[src/rtl/calculate_mean_window.sv]
// Sliding-window mean and detection threshold for the correlator peak-detect path.
// Optional threshold floor: define CALC_MEAN_FLOOR_EN to clamp Calc_mean to at least THR_FLOOR.
module calculate_mean_window #(
    parameter int width_Dat = 24,
    parameter int Wind_size = 128,
    parameter int KOEF_FRAC = 4,
    parameter int THR_FLOOR = 16
) (
    input  logic                 clk,
    input  logic                 rst,
    input  logic [width_Dat-1:0] data_in,
    input  logic [width_Dat-1:0] koef,
    output logic [width_Dat-1:0] data_out,
    output logic [width_Dat-1:0] Calc_mean
);

    localparam int LOG2W  = $clog2(Wind_size);
    localparam int SUM_W  = width_Dat + LOG2W;
    localparam int PROD_W = 2 * width_Dat;
    localparam int HALF   = Wind_size / 2;
    localparam logic [width_Dat-1:0] FLOOR_V  = width_Dat'(THR_FLOOR);
    localparam logic [width_Dat-1:0] ALL_ONES = '1;

`ifdef CALC_MEAN_FLOOR_EN
    localparam bit FLOOR_EN = 1'b1;
`else
    localparam bit FLOOR_EN = 1'b0;
`endif

    logic [width_Dat-1:0] dly [Wind_size];
    logic [SUM_W-1:0]     sum_r;
    logic [width_Dat-1:0] mean_r;
    logic [PROD_W-1:0]    prod;
    logic [PROD_W-1:0]    thr;
    logic [width_Dat-1:0] thr_sat;
    logic [width_Dat-1:0] calc_nxt;

    // One delay line serves both the window tail and the centre tap.
    always_ff @(posedge clk or posedge rst) begin
        if (rst) begin
            for (int i = 0; i < Wind_size; i++) dly[i] <= '0;
        end else begin
            dly[0] <= data_in;
            for (int i = 1; i < Wind_size; i++) dly[i] <= dly[i-1];
        end
    end

    assign data_out = dly[HALF-1];

    // Intermediate may wrap modulo 2^SUM_W, but the true result is never negative.
    always_ff @(posedge clk or posedge rst) begin
        if (rst) sum_r <= '0;
        else     sum_r <= sum_r + SUM_W'(data_in) - SUM_W'(dly[Wind_size-1]);
    end

    always_ff @(posedge clk or posedge rst) begin
        if (rst) mean_r <= '0;
        else     mean_r <= sum_r[SUM_W-1:LOG2W];
    end

    always_comb begin
        prod     = PROD_W'(mean_r) * PROD_W'(koef);
        thr      = prod >> KOEF_FRAC;
        thr_sat  = (|thr[PROD_W-1:width_Dat]) ? ALL_ONES : thr[width_Dat-1:0];
        calc_nxt = thr_sat;
        if (FLOOR_EN && (thr_sat < FLOOR_V)) calc_nxt = FLOOR_V;
    end

    always_ff @(posedge clk or posedge rst) begin
        if (rst) Calc_mean <= '0;
        else     Calc_mean <= calc_nxt;
    end

endmodule

[config.mk]
export PLATFORM = sky130hd
export DESIGN_NAME = calculate_mean_window
export DESIGN_NICKNAME = d
export VERILOG_FILES = /design/src/rtl/calculate_mean_window.sv
export SDC_FILE = /design/constraint.sdc
export NUM_CORES = 2
export LEC_CHECK = 0
export ABC_AREA = 1
export ABC_CLOCK_PERIOD_IN_PS = 289300
export CAP_MARGIN = 20
export CORE_UTILIZATION = 58
export DETAILED_ROUTE_END_ITERATION = 8
export PLACE_DENSITY = 0.73
export REMOVE_ABC_BUFFERS = 1
export SETUP_SLACK_MARGIN = 0.1
export SLEW_MARGIN = 0
export SYNTH_ARGS = -nofsm -noshare
export SYNTH_HDL_FRONTEND = slang
export SYNTH_SLANG_ARGS = --single-unit
[constraint.sdc]
create_clock -name clk -period 289.3 [get_ports clk]
set_clock_uncertainty 0.15 [all_clocks]
set_input_delay 86.79 -clock clk [delete_from_list [all_inputs] [get_ports clk]]
set_output_delay 86.79 -clock clk [all_outputs]
set_load 0.05 [all_outputs]
Word level (Yosys, flattened, before mapping)

Index checks and enable logic that the tools add are counted.
Widths: inputs -> output; s select.

Bits in registers: 3151
Bits of input ports: 50
Output and inout bits: 48
Logic and storage cells: 136

Reduce and logical (&&, ||, !) cells: 1
$add $sub $neg: 2
Multiplexer cells: 1
$mul: 1

Operators with widths:

| operator         | number |
|---|---|
| $mul 24x24->48   | 1 |
| $add 31x24->31   | 1 |
| $sub 31x24->31   | 1 |
| $mux 24          | 1 |
| $reduce_or 20->1 | 1 |

Logic depth before layout (Yosys ltp)

Word-level depth: 3
Mapped depth: 34
Gate-level depth less buffers: 32

Worst setup path after synthesis

No wires, ideal clock.

Path kind: input -> register
From: input koef[3]
To: register Calc_mean[3]
Buffers on the path: 2
Slack: 196.578 ns
Required time: 289.017 ns
Stages: 29
Setup time: 0.133 ns
Data arrival time: 92.440 ns
Cells stage by stage: clkbuf_1 > nand2_1 > fa_1 > inv_1 > fa_1 > inv_1 > fa_1 > inv_1 > fa_1 > fa_1 > fa_1 > inv_1 > fa_1 > inv_1 > ha_1 > nand2_2 > inv_2 > a21oi_1 > nand2_1 > nand3b_2 > nand2_1 > nand2_1 > nand2_1 > nand2_1 > nor2_1 > nand2_1 > nor2_4 > buf_6 > nand4_1

Longest elaborated chain between the ends: 3

Ends and longest elaborated chain:

| item                 | RTL line | RTL |
|---|---|---|
| start, declared      | 12       | `input logic [width_Dat-1:0] koef,` |
| $mul 24x24->48 *     | 62       | `prod = PROD_W'(mean_r) * PROD_W'(koef);` |
| $reduce_or 20->1     | 64       | `thr_sat = (\|thr[PROD_W-1:width_Dat]) ? ALL_ONES : thr[width_Dat-1:0];` |
| $mux 24 *            | 64       |  |
| via calc_nxt[3]      | 36       | `logic [width_Dat-1:0] calc_nxt;` |
| end signal, assigned | 71       | `else Calc_mean <= calc_nxt;` |
| end, declared        | 14       | `output logic [width_Dat-1:0] Calc_mean` |

Mark *: on every way through the listed nets, which the timed path passes. The rest lies on a longest branch.

Worst setup path after layout

From: input koef[7]
To: register Calc_mean[15]

Same word-level chain as after synthesis.

==> reports/qor.csv <==
stage,metric,value,unit
run_status,status,finished with violations,
run_status,failing checks,design-rule violations,
final_layout,# fillers,10500,
clocking,Clock Tree Buf Depth,4,
timing,part of the cycle the worst path needs,32.5,%
timing,Final WS setup,195280,ps
final_layout,share of cells above drive strength 1,8.61,%
critical_path,Worst Setup Path Type,input pin to flip-flop,
critical_path,WP data required,289920,ps
critical_path,startpoint types,input pin,
logic_synthesis,Area contributors post-synth,"dfrtp_1 (77%), fa_1 (9.9%), inv_1 (4.5%), nand2_1 (3.3%), ha_1 (2.5%)",
global_route,GRT overflow,0,
final_layout,nets,7691,
clocking,clock slew at reported path FFs,60,ps
critical_path,Slowest Stage Delay on Critical Path,870,ps
placed_design,Placer Congestion,0.885,
timing,post-route minimum period,94020,ps
timing,final hold vios,0,
run,maximum capacitance violations,0,
clocking,Hold Buf Count CTS,0,
critical_path,R2R setup slack,280840,ps
clocking,later-pin clock latency in the skew report,960,ps
timing,Peak Freq,0.0106,GHz
clocking,H-tree levels,5,
critical_path,worst path buffer plus inverter count,5,
hold_path,Min-Delay Path Class,flip-flop to flip-flop,
timing,worst hold margin,144,ps
logic_synthesis,Post-Syn Area,103000,µm²
critical_path,Worst R2R End,Calc_mean[15],
global_route,vias in the first global route,58700,
route,drt initial violations,6389,
placed_design,post-DP HPWL,121,mm
global_route,Overall Global Routing Usage,29.7,%
final_layout,Area Overhead vs Synth,14.0,%
route,# DRC,576,
logic_synthesis,library cells used by synthesis,41,
critical_path,CP endpoint,Calc_mean[15],
timing,Sum Neg Setup Slack,0,ps
critical_path,Worst path top cell family by delay,adder cells,
critical_path,crit path max-delay cell type,fa_1,
floorplan,Die Ht,423,µm
floorplan,IO Pins,98,
global_route,largest net degree at the start of global routing,202,
global_route,antenna violations before repair,23,
floorplan,Initial Util,58.4,%
route,via total after detailed routing,51400,
critical_path,CP arrival,94640,ps
logic_synthesis,post-synth top area cell,dfrtp_1,
floorplan,Core Region,176000,µm²
floorplan,Die Wd,423,µm
placed_design,Port Buffer Count,97,
floorplan,Die Area,179000,µm²
critical_path,CP max FO,24,
critical_path,R2R cell count,25,
route,final wirelength,264,mm
timing,Worst-Margin Slew,1290,ps
floorplan,row count,154,
critical_path,Worst path depth,26,
critical_path,RR Startpoint,mean_r[18],
clocking,CTS resizes,0,
logic_synthesis,cell count after synthesis,6563,
logic_synthesis,share of the synthesized area in the top cell type,76.8,%
timing,RSZ-0062 raised after global routing,no,
route,Vias per Instance,5.41,
critical_path,Worst setup EP type,flip-flop,
clocking,CTS tree,yes,
timing,final setup violation count,0,
global_route,global-route wire length before repair,382,mm
clocking,root buf cell,clkbuf_16,
route,DR pass1 iterations,9,
clocking,CTS sink count,3151,
critical_path,Crit. Startpoint,koef[7],
placed_design,pre-CTS WS,195020,ps
logic_synthesis,post-synthesis register bit count,3151,
route,WL per Instance,27.8,µm
clocking,CTS buffer count,305,
logic_synthesis,Avg Inst Size Synth,15.6,µm²
timing,Slew Limit Fails,0,
logic_synthesis,register area share after synthesis,76.8,%
clocking,setup bufs post-CTS,0,
timing,relative slew slack,13.8,%
route,Final ANT Viol Nets,0,
logic_synthesis,Ys Warns,0,
## worst min-delay path by stage
stage                         start           to  cells after the start
after floorplan           dly[1560]  data_out[0]                      0
after global placement    dly[1007]     dly[983]                      0
after detailed placement  dly[1130]    dly[1106]                      0
after CTS                 dly[1585]    dly[1561]                      0
after global routing      dly[1585]    dly[1561]                      0
final                     dly[1585]    dly[1561]                      0
## cell families (layout without fill, tap and decap cells)
family,count (synthesis),after routing,share of synthesized area [%]
flip-flops,3151,3151,76.8
buffers and inverters,1358,1946,5.10
AND/OR/NAND/NOR,1160,1160,4.59
adder cells (fa/ha/maj),708,708,12.3
AO/OA/AOI/OAI,131,131,0.719
XOR/XNOR,55,55,0.469
other,0,13,0
## per-stage QoR
step	instance area (µm²)	util, %	cells
6_report	117000	66.6	9504
3_3_place_gp	107000	60.6	8952
4_1_cts	117000	66.3	9477
3_5_place_dp	107000	60.6	8952
2_1_floorplan	102000	-	6437
5_1_grt	117000	66.5	9496
## layer usage
metal	up-vias	part of all wire, %	global-route usage (%)
met1	26800	36	37.9
met4	26	7.1	15.6
li1	19900	-	-
met3	1413	9.0	9.47
met2	3260	48	46.0
met5	-	0.12	0.565
## cells in the mapped netlist (all sizes together)
library cell  count
dfrtp          3151
inv            1229
nand2           933
fa              506
ha              202
nor2            118
clkbuf           96
a21oi            75
nand3            59
xnor2            36
nand4            34
buf              30
o21ai            29
xor2             19
o21bai            7
nor3              6
and2              5
o21a              5
a21o              3
clkinv            3
o31ai             3
a21boi            2
a221oi            2
a31oi             2
nand3b            2
o221ai            2
and3              1
nor4              1
o311ai            1
or2               1
## registers in the layout, indices dropped and copies added (netlist names)
name       cells
sum_r         31
mean_r        24
data_out      24
dly         3048
Calc_mean     24
## cell type report
type | instances | area [µm²] | area share, %
multi-input combinational | 2054 | 18600 | 15.9
tap | 2340 | 2930 | 2.50
clock inverter | 89 | 1160 | 0.989
sequential | 3151 | 78900 | 67.3
inverter | 1232 | 4630 | 3.96
clock buffer | 436 | 8890 | 7.60
timing repair buffer | 189 | 2000 | 1.71
antenna | 13 | 32.5 | 0.0278
## cells in the final DEF (no fill, tap or decap), types with 5 or more instances in the layout
cell type and instances:
xor2_1 19, nand4_1 34, dfrtp_1 3151, o21a_1 5
clkinv_2 39, clkbuf_1 62, inv_2 7, xnor2_1 36
nor3_1 6, nand2_1 914, a21oi_1 72, clkinvlp_4 10
clkbuf_16 312, ha_1 202, inv_6 8, o21bai_1 7
nand3_1 48, nand2_2 19, diode_2 13, nor2_2 12
buf_16 12, inv_1 1221, o21ai_0 24, nand3_2 11
buf_4 72, nor2_1 103, clkbuf_8 62, clkdlybuf4s50_1 97
fa_1 506, bufinv_16 24, o21ai_1 5, buf_12 8
Power is left out: the tool's default activity adds up to more than one toggle a clock period on the data nets, which glitch-free logic cannot reach.
